### src/rtl/ram_port_arbiter.sv
// ram_port_arbiter
//   Shares one dual-port RAM (independent read and write ports, 1-cycle
//   registered read) between two requesters. Each RAM port has its own
//   round-robin arbiter, so one write and one read can issue per cycle.
//   Each read is tagged with its requester, and the response returns one
//   cycle after acceptance. A read that targets the address being written
//   in the same cycle is either stalled for one cycle or forwarded,
//   depending on the build.
//
//   Optional feature macro: RAM_ARB_FWD_EN
//     undefined : a conflicting read is held off for one cycle and then
//                 reads the freshly written RAM word.
//     defined   : a conflicting read is accepted at once, and the write
//                 data is forwarded to rsp_data on the next cycle.
//
// Ports
//   clk, rst_n                clock, asynchronous active-low reset
//   req_valid/ready/write     per-requester handshake and read/write select
//   req_addr, req_wdata       packed payloads, requester i at slice i
//   rsp_valid, rsp_data       one-cycle read response, tagged by requester
//   ram_write, ram_wr_address, ram_data_in   RAM write port
//   ram_read, ram_rd_address, ram_data_out   RAM read port
module ram_port_arbiter #(
   parameter int RAM_WIDTH = 64,
   parameter int ADDR_SIZE = 12
) (
   input  logic                   clk,
   input  logic                   rst_n,
   input  logic [1:0]             req_valid,
   output logic [1:0]             req_ready,
   input  logic [1:0]             req_write,
   input  logic [2*ADDR_SIZE-1:0] req_addr,
   input  logic [2*RAM_WIDTH-1:0] req_wdata,
   output logic [1:0]             rsp_valid,
   output logic [RAM_WIDTH-1:0]   rsp_data,
   output logic                   ram_write,
   output logic [ADDR_SIZE-1:0]   ram_wr_address,
   output logic [RAM_WIDTH-1:0]   ram_data_in,
   output logic                   ram_read,
   output logic [ADDR_SIZE-1:0]   ram_rd_address,
   input  logic [RAM_WIDTH-1:0]   ram_data_out
);

   logic [ADDR_SIZE-1:0] addr_arr  [2];
   logic [RAM_WIDTH-1:0] wdata_arr [2];

   genvar gi;
   generate
      for (gi = 0; gi < 2; gi++) begin : g_unpack
         assign addr_arr[gi]  = req_addr[gi*ADDR_SIZE +: ADDR_SIZE];
         assign wdata_arr[gi] = req_wdata[gi*RAM_WIDTH +: RAM_WIDTH];
      end
   endgenerate

   logic       wr_pri_reg;
   logic       rd_pri_reg;
   logic [1:0] rsp_valid_reg;

   logic [1:0] wr_cand;
   logic [1:0] rd_cand;
   logic       wr_any;
   logic       rd_any;
   logic       wr_gnt;
   logic       rd_gnt;
   logic       hazard;
   logic       rd_go;

   // With two contenders the priority pointer decides. With one, that
   // requester wins. The result is ignored when there are no candidates.
   function automatic logic pick(input logic [1:0] cand, input logic pri);
      if (cand == 2'b11)
         return pri;
      else
         return cand[1];
   endfunction

   assign wr_cand = req_valid & req_write;
   assign rd_cand = req_valid & ~req_write;
   assign wr_any  = |wr_cand;
   assign rd_any  = |rd_cand;
   assign wr_gnt  = pick(wr_cand, wr_pri_reg);
   assign rd_gnt  = pick(rd_cand, rd_pri_reg);

   // The RAM returns the old word on a same-cycle read/write to one address.
   assign hazard = wr_any & rd_any & (addr_arr[wr_gnt] == addr_arr[rd_gnt]);

`ifdef RAM_ARB_FWD_EN
   logic                 fwd_sel_reg;
   logic [RAM_WIDTH-1:0] fwd_data_reg;

   assign rd_go = rd_any;

   always_ff @(posedge clk or negedge rst_n) begin
      if (!rst_n) begin
         fwd_sel_reg  <= 1'b0;
         fwd_data_reg <= '0;
      end else begin
         fwd_sel_reg <= rd_go & hazard;
         if (rd_go & hazard)
            fwd_data_reg <= wdata_arr[wr_gnt];
      end
   end

   assign rsp_data = fwd_sel_reg ? fwd_data_reg : ram_data_out;
`else
   // Holding the read back one cycle lets the RAM commit the write first.
   assign rd_go    = rd_any & ~hazard;
   assign rsp_data = ram_data_out;
`endif

   always_comb begin
      req_ready      = 2'b00;
      ram_write      = 1'b0;
      ram_read       = 1'b0;
      ram_wr_address = addr_arr[wr_gnt];
      ram_data_in    = wdata_arr[wr_gnt];
      ram_rd_address = addr_arr[rd_gnt];
      // Handshakes and RAM strobes stay quiet while reset is asserted.
      if (rst_n) begin
         if (wr_any) begin
            ram_write         = 1'b1;
            req_ready[wr_gnt] = 1'b1;
         end
         if (rd_go) begin
            ram_read          = 1'b1;
            req_ready[rd_gnt] = 1'b1;
         end
      end
   end

   always_ff @(posedge clk or negedge rst_n) begin
      if (!rst_n) begin
         wr_pri_reg    <= 1'b0;
         rd_pri_reg    <= 1'b0;
         rsp_valid_reg <= 2'b00;
      end else begin
         if (wr_any)
            wr_pri_reg <= ~wr_gnt;
         if (rd_go)
            rd_pri_reg <= ~rd_gnt;
         // The response tag is a one-hot copy of the read grant.
         rsp_valid_reg <= rd_go ? {rd_gnt, ~rd_gnt} : 2'b00;
      end
   end

   assign rsp_valid = rsp_valid_reg;

endmodule
### config.mk
export PLATFORM = sky130hd
export DESIGN_NAME = ram_port_arbiter
export DESIGN_NICKNAME = d
export VERILOG_FILES = /design/src/rtl/ram_port_arbiter.sv
export SDC_FILE = /design/constraint.sdc
export NUM_CORES = 1
export LEC_CHECK = 0
export ABC_CLOCK_PERIOD_IN_PS = 2100
export CAP_MARGIN = 40
export CORE_AREA = 2 2 148 150
export CTS_CLUSTER_DIAMETER = 30
export DETAILED_ROUTE_END_ITERATION = 8
export DIE_AREA = 0 0 150 152
export PLACE_DENSITY_LB_ADDON = 0.3
export SLEW_MARGIN = 20
export SYNTH_ARGS = -nofsm -noshare
export SYNTH_HDL_FRONTEND = slang
export SYNTH_SLANG_ARGS = --single-unit
### constraint.sdc
create_clock -name clk -period 2.1 [get_ports clk]
set_clock_uncertainty 0.15 [all_clocks]
set_input_delay 0.42 -clock clk [delete_from_list [all_inputs] [get_ports clk]]
set_output_delay 0.42 -clock clk [all_outputs]
set_load 0.01 [all_outputs]
Word-level counts from Yosys, hierarchy flattened:

Index checks and enable logic that the tools add are counted.

* magnitude comparators: 6
* eq/ne operators: 3
* muxes and demuxes: 24
* bitwise operators: 12
* reduce and logical (&&, ||, !) cells: 4

Operator list (number)
* $mux W64: 3
* $mux W12: 6
* $eq A12 B12 Y1: 1
* $mux W2: 5
* $mux W1: 8
* $and A2 B2 Y2: 2
* $eq A2 B2 Y1 const B: 2
* $ge A2 B2 Y1 const B: 2
* $lt A1 B2 Y1 const B: 2
* $not A1 Y2: 2
* $reduce_or A2 Y1: 2
* $and A1 B1 Y1: 3
* $not A1 Y1: 3
* $demux W1 S1: 2
* $ge A1 B1 Y1 const B: 2
* $logic_and A1 B1 Y1: 2
* $not A2 Y2: 1
* $or A2 B2 Y2: 1

* bits in registers: 4
* bits of input ports: 222

Depth between registers and ports, before layout:

Gate-level depths: netlist (run 1).

* depth after elaboration: 14
* gate-level depth with buffers: 6

Least setup slack after synthesis (run 1):

OpenSTA, ideal clock, no wires.

* path type: input -> output
* start: input req_write[1]
* end: output ram_rd_address[0]
* data arrival time: 1.401 ns
* data required time: 1.530 ns
* slack: 0.129 ns
* stages: 4
* cell sequence: and2b_1 -> a21boi_2 -> buf_6 -> mux2_2

* longest elaborated chain between the ends: 8

RTL lines
* from (decl): RTL line 31 `input logic [1:0] req_write,`
* $not A2 Y2 (*): RTL line 78 `assign rd_cand = req_valid & ~req_write;`
* $and A2 B2 Y2 (*): RTL line 78
* $eq A2 B2 Y1: RTL line 71 `if (cand == 2'b11)`
* $mux W1 (*): RTL line 71
* $not A1 Y2 (not written as such) (*): RTL line 117 `ram_rd_address = addr_arr[rd_gnt];`
* $mux W12 (not written as such) (*) (3 in a row): RTL line 117
* to (decl): RTL line 40 `output logic [ADDR_SIZE-1:0] ram_rd_address,`

Mark *: on every way between the ends. The rest lies on a longest branch, timed or not. The select of a mux whose other input is x is not followed.

Final worst setup path (run 1):

* start: register wr_pri_reg
* end: output ram_data_in[53]

* longest elaborated chain between the ends: 5

RTL lines
* from (decl): RTL line 55 `logic wr_pri_reg;`
* from (signal assigned): RTL line 138 `wr_pri_reg <= ~wr_gnt;`
* $mux W1: RTL line 71
* $not A1 Y2 (not written as such): RTL line 116 `ram_data_in = wdata_arr[wr_gnt];`
* $mux W64 (not written as such) (3 in a row): RTL line 116
* to (decl): RTL line 38 `output logic [RAM_WIDTH-1:0] ram_data_in,`

No other way between the ends. The select of a mux whose other input is x is not followed.

==> results of run 1 <==
[final cells by class]
class / instances / area [sq um] / area share, %
Multi-Input combinational cell: 129 / 1710 / 30.4
Sequential cell: 4 / 100 / 1.78
Clock buffer: 3 / 75.1 / 1.33
Tap cell: 280 / 350 / 6.22
Timing Repair Buffer: 315 / 3380 / 60.0
Inverter: 3 / 11.3 / 0.200
[power by group through the flow]
stage | Combinational (mW) | Sequential, mW | Clock, mW
after floorplan | 0.501 | 0.0943 | 0
after global placement | 1.08 | 0.0948 | 0
after detailed placement | 1.08 | 0.0943 | 0
after CTS | 1.31 | 0.0946 | 0.308
after global routing | 1.45 | 0.0960 | 0.311
final | 1.37 | 0.0941 | 0.304
[layout by cell type (no fill, tap or decap), drive strengths merged, types with 3 or more instances in the layout]
cell type	netlist	final
inv	3	3
xnor2	12	12
mux2	88	88
buf	73	168
clkbuf	0	8
clkdlybuf4s50	0	131
nand3	3	3
nand2	7	7
dfrtp	4	4
clkdlybuf4s15	0	9
[through the flow]
step / TNS (ns) / utilization, %
finish: -10.65 / 26.4
global route: -17.14 / 26.4
CTS: -18.19 / 25.5
detailed placement: -82.39 / 21.5
global placement: -81.03 / 21.5
floorplan: 0 / -
[final timing paths]
check | depth (start not counted) | startpoint | slack [ns] | to
setup reg to reg | 6 | rd_pri_reg | 0.72 | rsp_valid[1]
min in group asynchronous | 2 | rst_n | 0.32 | wr_pri_reg
hold / removal | 2 | req_valid[1] | 0.30 | wr_pri_reg
hold reg to reg | 2 | wr_pri_reg | 0.46 | wr_pri_reg
setup / recovery | 8 | wr_pri_reg | -0.20 | ram_data_in[53]
max in group asynchronous | 3 | rst_n | 1.25 | rsp_valid[1]
[cells by family (layout without fill, tap and decap cells)]
family                    after synthesis  after routing  synth area share [%]
buffers and inverters                  76            321                  27.7
AOI/OAI and AO/OA                      10             10                  4.32
xor gates and xnor gates               12             12                  5.18
DFF                                     4              4                  4.93
muxes                                  88             88                  52.2
and+or+nand+nor                        19             19                  5.73
[timing repair]
action | 4_1_cts | 5_1_grt
resized for setup | 585 | 91
cloned | 9 | 2
pin swaps | 22 | 7
buffers inserted | 31 | 5
endpoints found under the setup margin | 95 | 91
[layer usage]
metal	track usage [%]	vias up
li1	-	1161
met1	10.5	1227
met2	19.7	153
met3	1.95	24
met4	2.02	0
met5	0	-
[worst max-delay path, cell delays in order (launching register included)]
cell and delay (ns):
dfrtp_1 0.39, inv_2 0.07, a31oi_4 0.08, buf_12 0.16, buf_12 0.13, buf_16 0.13, buf_4 0.13, mux2_4 0.29
buf_6 0.12
[synth_stat cells, drive strengths merged, types with 2 or more instances]
library cell and instances:
buf 73, nand2 7, o21ai 2, nor2 2, inv 3, nor2b 2, nand3 3, nand4 2
xnor2 12, dfrtp 4, a31oi 2, mux2 88
==> impl_metrics.json, run 1 <==
{
  "synth_seq_area_share_pct": 4.93,
  "synth_top_area_share_pct": 38.8,
  "hpwl_um": 8810,
  "critPathMaxFanout": 6,
  "pwr-share-clk_pct": 17.2,
  "grt_usage_pct": 9.90,
  "synthFlopType": "dfrtp_1",
  "slew_headroom_pct": 77.2,
  "insertion_delay_ns": 0.23,
  "hold_slack_ns": 0.297,
  "p_int_mw": 1.25,
  "synth_nets": 431,
  "design_area_sq_um": 5630,
  "routed_wl_um": 12600,
  "power.combinational.fraction_pct": 77.5,
  "fin_crit_sh_pct": 110,
  "die-area_sq_um": 22800,
  "synth.distinct_cells": 27,
  "crit_required_ns": 1.53,
  "cts_root_buffer": "clkbuf_16",
  "rsz0062_at_grt": "true",
  "p_leak_nw": 2.49,
  "dp_slack_ns": -1.19,
  "p_total_mw": 1.77,
  "grt_pass1_vias": 2865,
  "yosys.area.top_type": "mux2_2",
  "ys_ff_latch": 4,
  "hold_path.class": "input pin to register",
  "drv_cap": 0,
  "cp-end-kind": "primary output",
  "maxClockFrequency_mhz": 434,
  "rows": 54,
  "die_height_um": 152,
  "worst_pin_slew_ns": 0.339,
  "instances_no_fill": 734,
  "wl_met3_um": 1020,
  "dr.max_layer_used": "met4",
  "largest_reg_flops": 2,
  "crit_type": "register to primary output",
  "drtPass1Iterations": 3,
  "synthArstFlopShare_pct": 100,
  "nFillCells": 2272,
  "min_period_ns": 2.30,
  "ir_drop_mv": 0.188,
  "portBuffers": 251,
  "place_area_sq_um": 4590,
  "status": "finished with violations",
  "grt_first_pass_wirelength_um": 17300,
  "first_iter_violations": 57,
  "antenna_cells": 0,
  "p_sw_share_pct": 29.3,
  "hold_violations": 0,
  "syn_area_sq_um": 2030,
  "p_sw_mw": 0.517,
  "power.density_nw_per_um2": 314,
  "yosys_warnings": 0,
  "setup_viol": 91,
  "io-pin-count": 380,
  "gr-total-overflow": 0,
  "vias_per_cell": 3.49,
  "synth_area_leaders": "mux2_2, buf_4, mux2_4",
  "met1Wirelength_um": 4530,
  "clock-sinks": 4,
  "finalNetCount": 678,
  "grt_max_degree": 12,
  "report.final.slew_viol_count": 0,
  "via_count": 2565,
  "violations": "setup timing",
  "drive_gt1_share_pct": 65.0,
  "seq_power_share_pct": 5.3,
  "die_x_um": 150,
  "cts_tree": "yes",
  "avgRoutedWirePerCell_um": 17.1,
  "htreeDepth": 1,
  "ant_nets": 0,
  "clockBufferDepth": 2,
  "setup_slack_ns": -0.205,
  "numCtsBuffers": 3,
  "syn_avg_cell_area_sq_um": 9.71,
  "clk_pin_slew_ns": 0.03,
  "core_area_sq_um": 21400,
  "antenna_found_initial": 0,
  "crit_arrival_ns": 1.73,
  "dr_wl_met2_um": 6850,
  "placedCellCount": 695,
  "synth_edf_count": 0,
  "drc": 0,
  "netlist_instances": 209,
  "start_util_pct": 9.51,
  "ctsHoldBuffers": 0,
  "place_congestion": 0.780,
  "area_growth_pct": 177,
  "critPathLaunchType": "register"
}
Power figures use the tool's default switching activity.
==> run 2: changes to the inputs <==
--- a/config.mk
+++ b/config.mk
@@ -8,3 +8,2 @@
 export ABC_CLOCK_PERIOD_IN_PS = 2100
-export CAP_MARGIN = 40
 export CORE_AREA = 2 2 148 150
==> constraint.sdc (replaced) <==
create_clock -name clk -period 2.1 [get_ports clk]
set_clock_uncertainty 0.15 [all_clocks]
set_input_delay 0.21 -clock clk [delete_from_list [all_inputs] [get_ports clk]]
set_output_delay 0.21 -clock clk [all_outputs]
set_load 0.01 [all_outputs]
==> impl_metrics.json, run 2 (synthesis gave the netlist of run 1 again) <==
{
  "ctsHoldBuffers": 0,
  "layout_common_cells": "clkdlybuf4s50_1, buf_6, mux2_4, buf_4, mux2_2",
  "finalNetCount": 672,
  "place_area_sq_um": 4570,
  "drtPass1Iterations": 4,
  "drc": 0,
  "cp_slowest_stage_delay_ns": 0.37,
  "hold_path.class": "input pin to asynchronous set/reset pin",
  "clk_pin_slew_ns": 0.03,
  "grt_max_degree": 12,
  "core_area_sq_um": 21400,
  "cp-end-kind": "primary output",
  "drv_cap": 0,
  "critPathBufInv": 6,
  "routed_wl_um": 11900,
  "hold_violations": 0,
  "clockBufferDepth": 2,
  "cts_tree": "yes",
  "first_iter_violations": 59,
  "critPathMaxFanout": 8,
  "ant_nets": 0,
  "avgRoutedWirePerCell_um": 16.4,
  "drive_gt1_share_pct": 56.3,
  "dp_slack_ns": -0.753,
  "insertion_delay_ns": 0.23,
  "io-pin-count": 380,
  "crit_type": "register to primary output",
  "clock-sinks": 4,
  "status": "finished with violations",
  "slew_headroom_pct": 80.3,
  "gr-total-overflow": 0,
  "vias_per_cell": 3.44,
  "ir_drop_mv": 0.185,
  "hpwl_um": 8940,
  "portBuffers": 251,
  "endpoint": "ram_data_in[52]",
  "rsz0062_at_grt": "true",
  "violations": "setup timing",
  "design_area_sq_um": 5320,
  "instances_no_fill": 728,
  "p_total_mw": 1.65,
  "area_growth_pct": 162,
  "grt_usage_pct": 9.44,
  "min_period_ns": 2.16,
  "grt_pass1_vias": 2748,
  "r2r_slack_ns": 0.75,
  "utilization_pct": 24.9,
  "largest_reg_flops": 2,
  "worst_pin_slew_ns": 0.291,
  "power.density_nw_per_um2": 311,
  "fin_tns_setup_ns": -0.583,
  "cp_slowest_cell": "dfrtp_1",
  "via_count": 2506,
  "reg2regPathDepth": 6,
  "maxClockFrequency_mhz": 464,
  "cts_root_buffer": "clkbuf_16",
  "report.final.slew_viol_count": 0,
  "crit_top_cell": "buf_12",
  "reg2reg_from": "rd_pri_reg",
  "cp.depth": 8,
  "antenna_cells": 0,
  "path_cells": "inv_2 > a31oi_4 > buf_12 > buf_12 > buf_16 > buf_12 > mux2_4 > buf_6",
  "die_x_um": 150,
  "fin_crit_sh_pct": 103,
  "rows": 54,
  "numCtsBuffers": 3,
  "crit_required_ns": 1.74,
  "p_leak_nw": 2.33,
  "setup_viol": 17,
  "setup_slack_ns": -0.0553,
  "critPathLaunch": "wr_pri_reg",
  "critPathLaunchType": "register",
  "die-area_sq_um": 22800,
  "hold_slack_ns": 0.116,
  "crit_family": "buffers and inverters",
  "antenna_found_initial": 0,
  "place_congestion": 0.777,
  "die_height_um": 152,
  "htreeDepth": 1,
  "crit_arrival_ns": 1.80,
  "r2r_end": "rsp_valid[1]",
  "grt_first_pass_wirelength_um": 16600,
  "layout_commonest_cell": "clkdlybuf4s50_1",
  "placedCellCount": 693,
  "start_util_pct": 9.51
}
==> run 2: cell count changes in the layout (fill, tap and decap cells not counted), sizes merged <==
cell and delta:
clkdlybuf4s50 +3, buf -29, clkbuf +3, clkdlybuf4s15 -3, dlygate4sd2 +19, dlymetal6s2s +1
==> run 2: worst reg2reg max path: stages (launching register included) <==
cell      delay [ns]
dfrtp_1         0.37
inv_2           0.07
a21boi_4        0.21
buf_12          0.14
buf_16          0.11
buf_4           0.11
nor2b_1         0.12
==> run 2: cell type report <==
type,instances,area [sq um]
Timing Repair Buffer,309,3200
Fill cell,2315,16000
Inverter,3,11.3
Sequential cell,4,100
Clock buffer,3,75.1
Tap cell,280,350
Multi-Input combinational cell,129,1590
==> run 2: how the worst min path moves through the flow <==
| stage | from | endpoint | slack, ns |
|---|---|---|---|
| after floorplan | rst_n | rd_pri_reg | -0.24 |
| final | rst_n | rsp_valid[1] | 0.12 |
| after detailed placement | ram_data_out[12] | rsp_data[12] | 0.27 |
| after CTS | rst_n | rsp_valid[1] | 0.12 |
| after global placement | ram_data_out[12] | rsp_data[12] | 0.27 |
| after global routing | rst_n | rsp_valid[0] | 0.14 |
==> run 2: per-layer routing <==
metal | wire length [um] | track usage, % | vias to the layer above
li1 | - | - | 1148
met1 | 4450 | 10.2 | 1187
met2 | 6370 | 18.6 | 151
met3 | 954 | 1.95 | 20
met4 | 138 | 1.89 | 0
met5 | 0 | 0 | -
==> run 2: where the power goes <==
group / switching (mW) / internal [mW]
Sequential: 0.00774 / 0.0876
Combinational: 0.417 / 0.839
Clock: 0.0579 / 0.244
Total: 0.483 / 1.17
==> run 2: what timing repair did <==
| action | 4_1_cts | 5_1_grt |
|---|---|---|
| setup endpoints to repair | 92 | 87 |
| pin swaps | 7 | 5 |
| buffers inserted | 25 | 1 |
| cloned | 6 | 1 |
| gates resized for setup | 436 | 92 |
==> run 3: changes to the inputs <==
ABC_AREA = 1   (was default)
CORE_AREA = 2 2 150 152   (was 2 2 148 150)
CTS_CLUSTER_DIAMETER = 150   (was 30)
DIE_AREA = 0 0 152 154   (was 0 0 150 152)
==> impl_metrics.json, run 3 <==
{
  "p_int_mw": 1.12,
  "critPathLaunchType": "register",
  "hold_slack_ns": 0.159,
  "clk_pin_slew_ns": 0.03,
  "largest_reg_flops": 2,
  "yosys_warnings": 0,
  "critPathMaxFanout": 6,
  "cp-end-kind": "primary output",
  "grt_first_pass_wirelength_um": 21500,
  "drive_gt1_share_pct": 39.2,
  "core_area_sq_um": 21700,
  "hpwl_um": 12600,
  "synth_seq_area_share_pct": 4.15,
  "ys_ff_latch": 4,
  "die_x_um": 152,
  "place_congestion": 0.775,
  "fin_crit_sh_pct": 108,
  "p_leak_nw": 2.72,
  "gr-total-overflow": 0,
  "synth_common_cells": "nand2_1, buf_4, mux2_2, nand3_1, inv_1",
  "setup_slack_ns": -0.178,
  "drc": 0,
  "seq_power_share_pct": 5.4,
  "layout_commonest_cell": "clkdlybuf4s50_1",
  "start_util_pct": 11.1,
  "drtPass1Iterations": 4,
  "utilization_pct": 25.4,
  "io-pin-count": 380,
  "layout_common_cells": "clkdlybuf4s50_1, nand2_1, buf_4, nand3_1, buf_6",
  "synth_edf_count": 0,
  "grt_usage_pct": 11.9,
  "synth_nets": 591,
  "met1Wirelength_um": 5530,
  "htreeDepth": 1,
  "wl_met3_um": 1170,
  "ir_drop_mv": 0.153,
  "r2r_end": "rd_pri_reg",
  "p_sw_share_pct": 33.6,
  "reg2reg_from": "rd_pri_reg",
  "portBuffers": 251,
  "reg2regPathDepth": 17,
  "crit_arrival_ns": 1.92,
  "cts_tree": "yes",
  "yosys.area.top_type": "mux2_2",
  "synth_top_area_share_pct": 29.9,
  "power.density_nw_per_um2": 306,
  "dr.max_layer_used": "met4",
  "die_height_um": 154,
  "ant_nets": 0,
  "numCtsBuffers": 3,
  "antenna_found_initial": 0,
  "nFillCells": 2383,
  "grt_max_degree": 21,
  "via_count": 3306,
  "finalNetCount": 836,
  "routed_wl_um": 15100,
  "grt_pass1_vias": 3386,
  "crit_required_ns": 1.74,
  "clockBufferDepth": 2,
  "synthFlopType": "dfrtp_1",
  "synth_area_leaders": "mux2_2, buf_4, nand2_1",
  "die-area_sq_um": 23400,
  "violations": "setup timing",
  "hold_violations": 0,
  "r2r_slack_ns": 0.11,
  "clock-sinks": 4,
  "hold_path.class": "input pin to asynchronous set/reset pin",
  "syn_area_sq_um": 2410,
  "cts_root_buffer": "clkbuf_16",
  "status": "finished with violations",
  "rows": 54,
  "drv_cap": 0,
  "min_period_ns": 2.28,
  "avgRoutedWirePerCell_um": 16.9,
  "setup_viol": 24,
  "insertion_delay_ns": 0.23,
  "power.combinational.fraction_pct": 76.9,
  "slew_headroom_pct": 88.3,
  "synth.most_common_cell": "nand2_1",
  "vias_per_cell": 3.71,
  "pwr-share-clk_pct": 17.7,
  "syn_avg_cell_area_sq_um": 6.54,
  "rsz0062_at_grt": "true",
  "dr_wl_met2_um": 8330,
  "p_sw_mw": 0.568,
  "area_growth_pct": 128,
  "antenna_cells": 0,
  "netlist_instances": 369,
  "ctsHoldBuffers": 0,
  "synthArstFlopShare_pct": 100,
  "maxClockFrequency_mhz": 439,
  "crit_type": "register to primary output",
  "report.final.slew_viol_count": 0,
  "synth.distinct_cells": 23,
  "first_iter_violations": 87,
  "worst_pin_slew_ns": 0.175
}
==> run 3: cell count changes after synthesis, sizes merged, moves of 5 or more <==
cell,delta
inv,+29
mux2,-24
o21ai,+5
nand3,+42
nand2,+115
xnor2,-12
buf,+7
nor2,+7
==> run 3: per-stage QoR <==
stage | total power, mW | TNS [ns] | cells | setup slack, ns | instance area [sq um]
floorplan | 0.657 | 0 | 369 | 0.0986 | 2410
global placement | 1.33 | -44.41 | 874 | -0.870 | 5120
detailed placement | 1.32 | -45.39 | 874 | -0.886 | 5120
CTS | 1.70 | -4.31 | 889 | -0.215 | 5500
global route | 1.80 | -5.83 | 892 | -0.352 | 5510
finish | 1.69 | -3.36 | 892 | -0.178 | 5510
==> run 3: worst max path at each step <==
stage | end | startpoint | depth (start not counted)
4_1_cts | req_ready[0] | rd_pri_reg | 14
6_report | ram_data_in[28] | wr_pri_reg | 10
2_1_floorplan | req_ready[1] | rd_pri_reg | 12
3_3_place_gp | req_ready[1] | req_write[0] | 12
3_5_place_dp | req_ready[1] | req_write[1] | 15
5_1_grt | req_ready[1] | rd_pri_reg | 15
==> run 3: logic make-up (layout without fill, tap and decap cells) <==
| group | after synthesis | in the layout | synth area share (%) |
|---|---|---|---|
| mux | 64 | 64 | 29.9 |
| buf+inv | 114 | 357 | 30.8 |
| compound gates | 9 | 9 | 2.07 |
| simple gates | 178 | 178 | 33.1 |
| flops | 4 | 4 | 4.15 |
==> run 3: power groups by stage <==
stage / clock network, mW / logic (mW) / registers [mW]
finish: 0.299 / 1.30 / 0.0913
floorplan: 0 / 0.566 / 0.0909
global route: 0.310 / 1.40 / 0.0918
detailed placement: 0 / 1.23 / 0.0902
global placement: 0 / 1.24 / 0.0902
CTS: 0.300 / 1.31 / 0.0906
==> run 3: what timing repair did <==
item,CTS,global route
cloned,5,1
pin swaps,7,3
endpoints found under the setup margin,94,67
hold endpoints to repair,0,0
gates resized for setup,354,43
buffers inserted,8,7
==> run 3: cell type report <==
cell class                 instances  area, sq um  area share (%)
multi-input combinational        251         1720            31.3
inverter                          33          129            2.34
timing repair buffer             321         3140            56.9
clock buffer                       3         75.1            1.36
tap                              280          350            6.35
sequential                         4          100            1.82
==> run 3: worst max-delay path, cell delays in order (launching register included) <==
cell and delay [ns]:
dfrtp_1 0.37, inv_2 0.07, nand3_4 0.08, nand2_4 0.11, buf_12 0.13, buf_12 0.13
buf_12 0.11, buf_12 0.11, buf_16 0.13, mux2_4 0.33, buf_6 0.13
==> run 3: routing by layer <==
metal,up-vias,track usage [%]
met3,10,3.86
met2,177,23.3
li1,1613,-
met1,1506,12.7
met5,-,0
met4,0,1.02
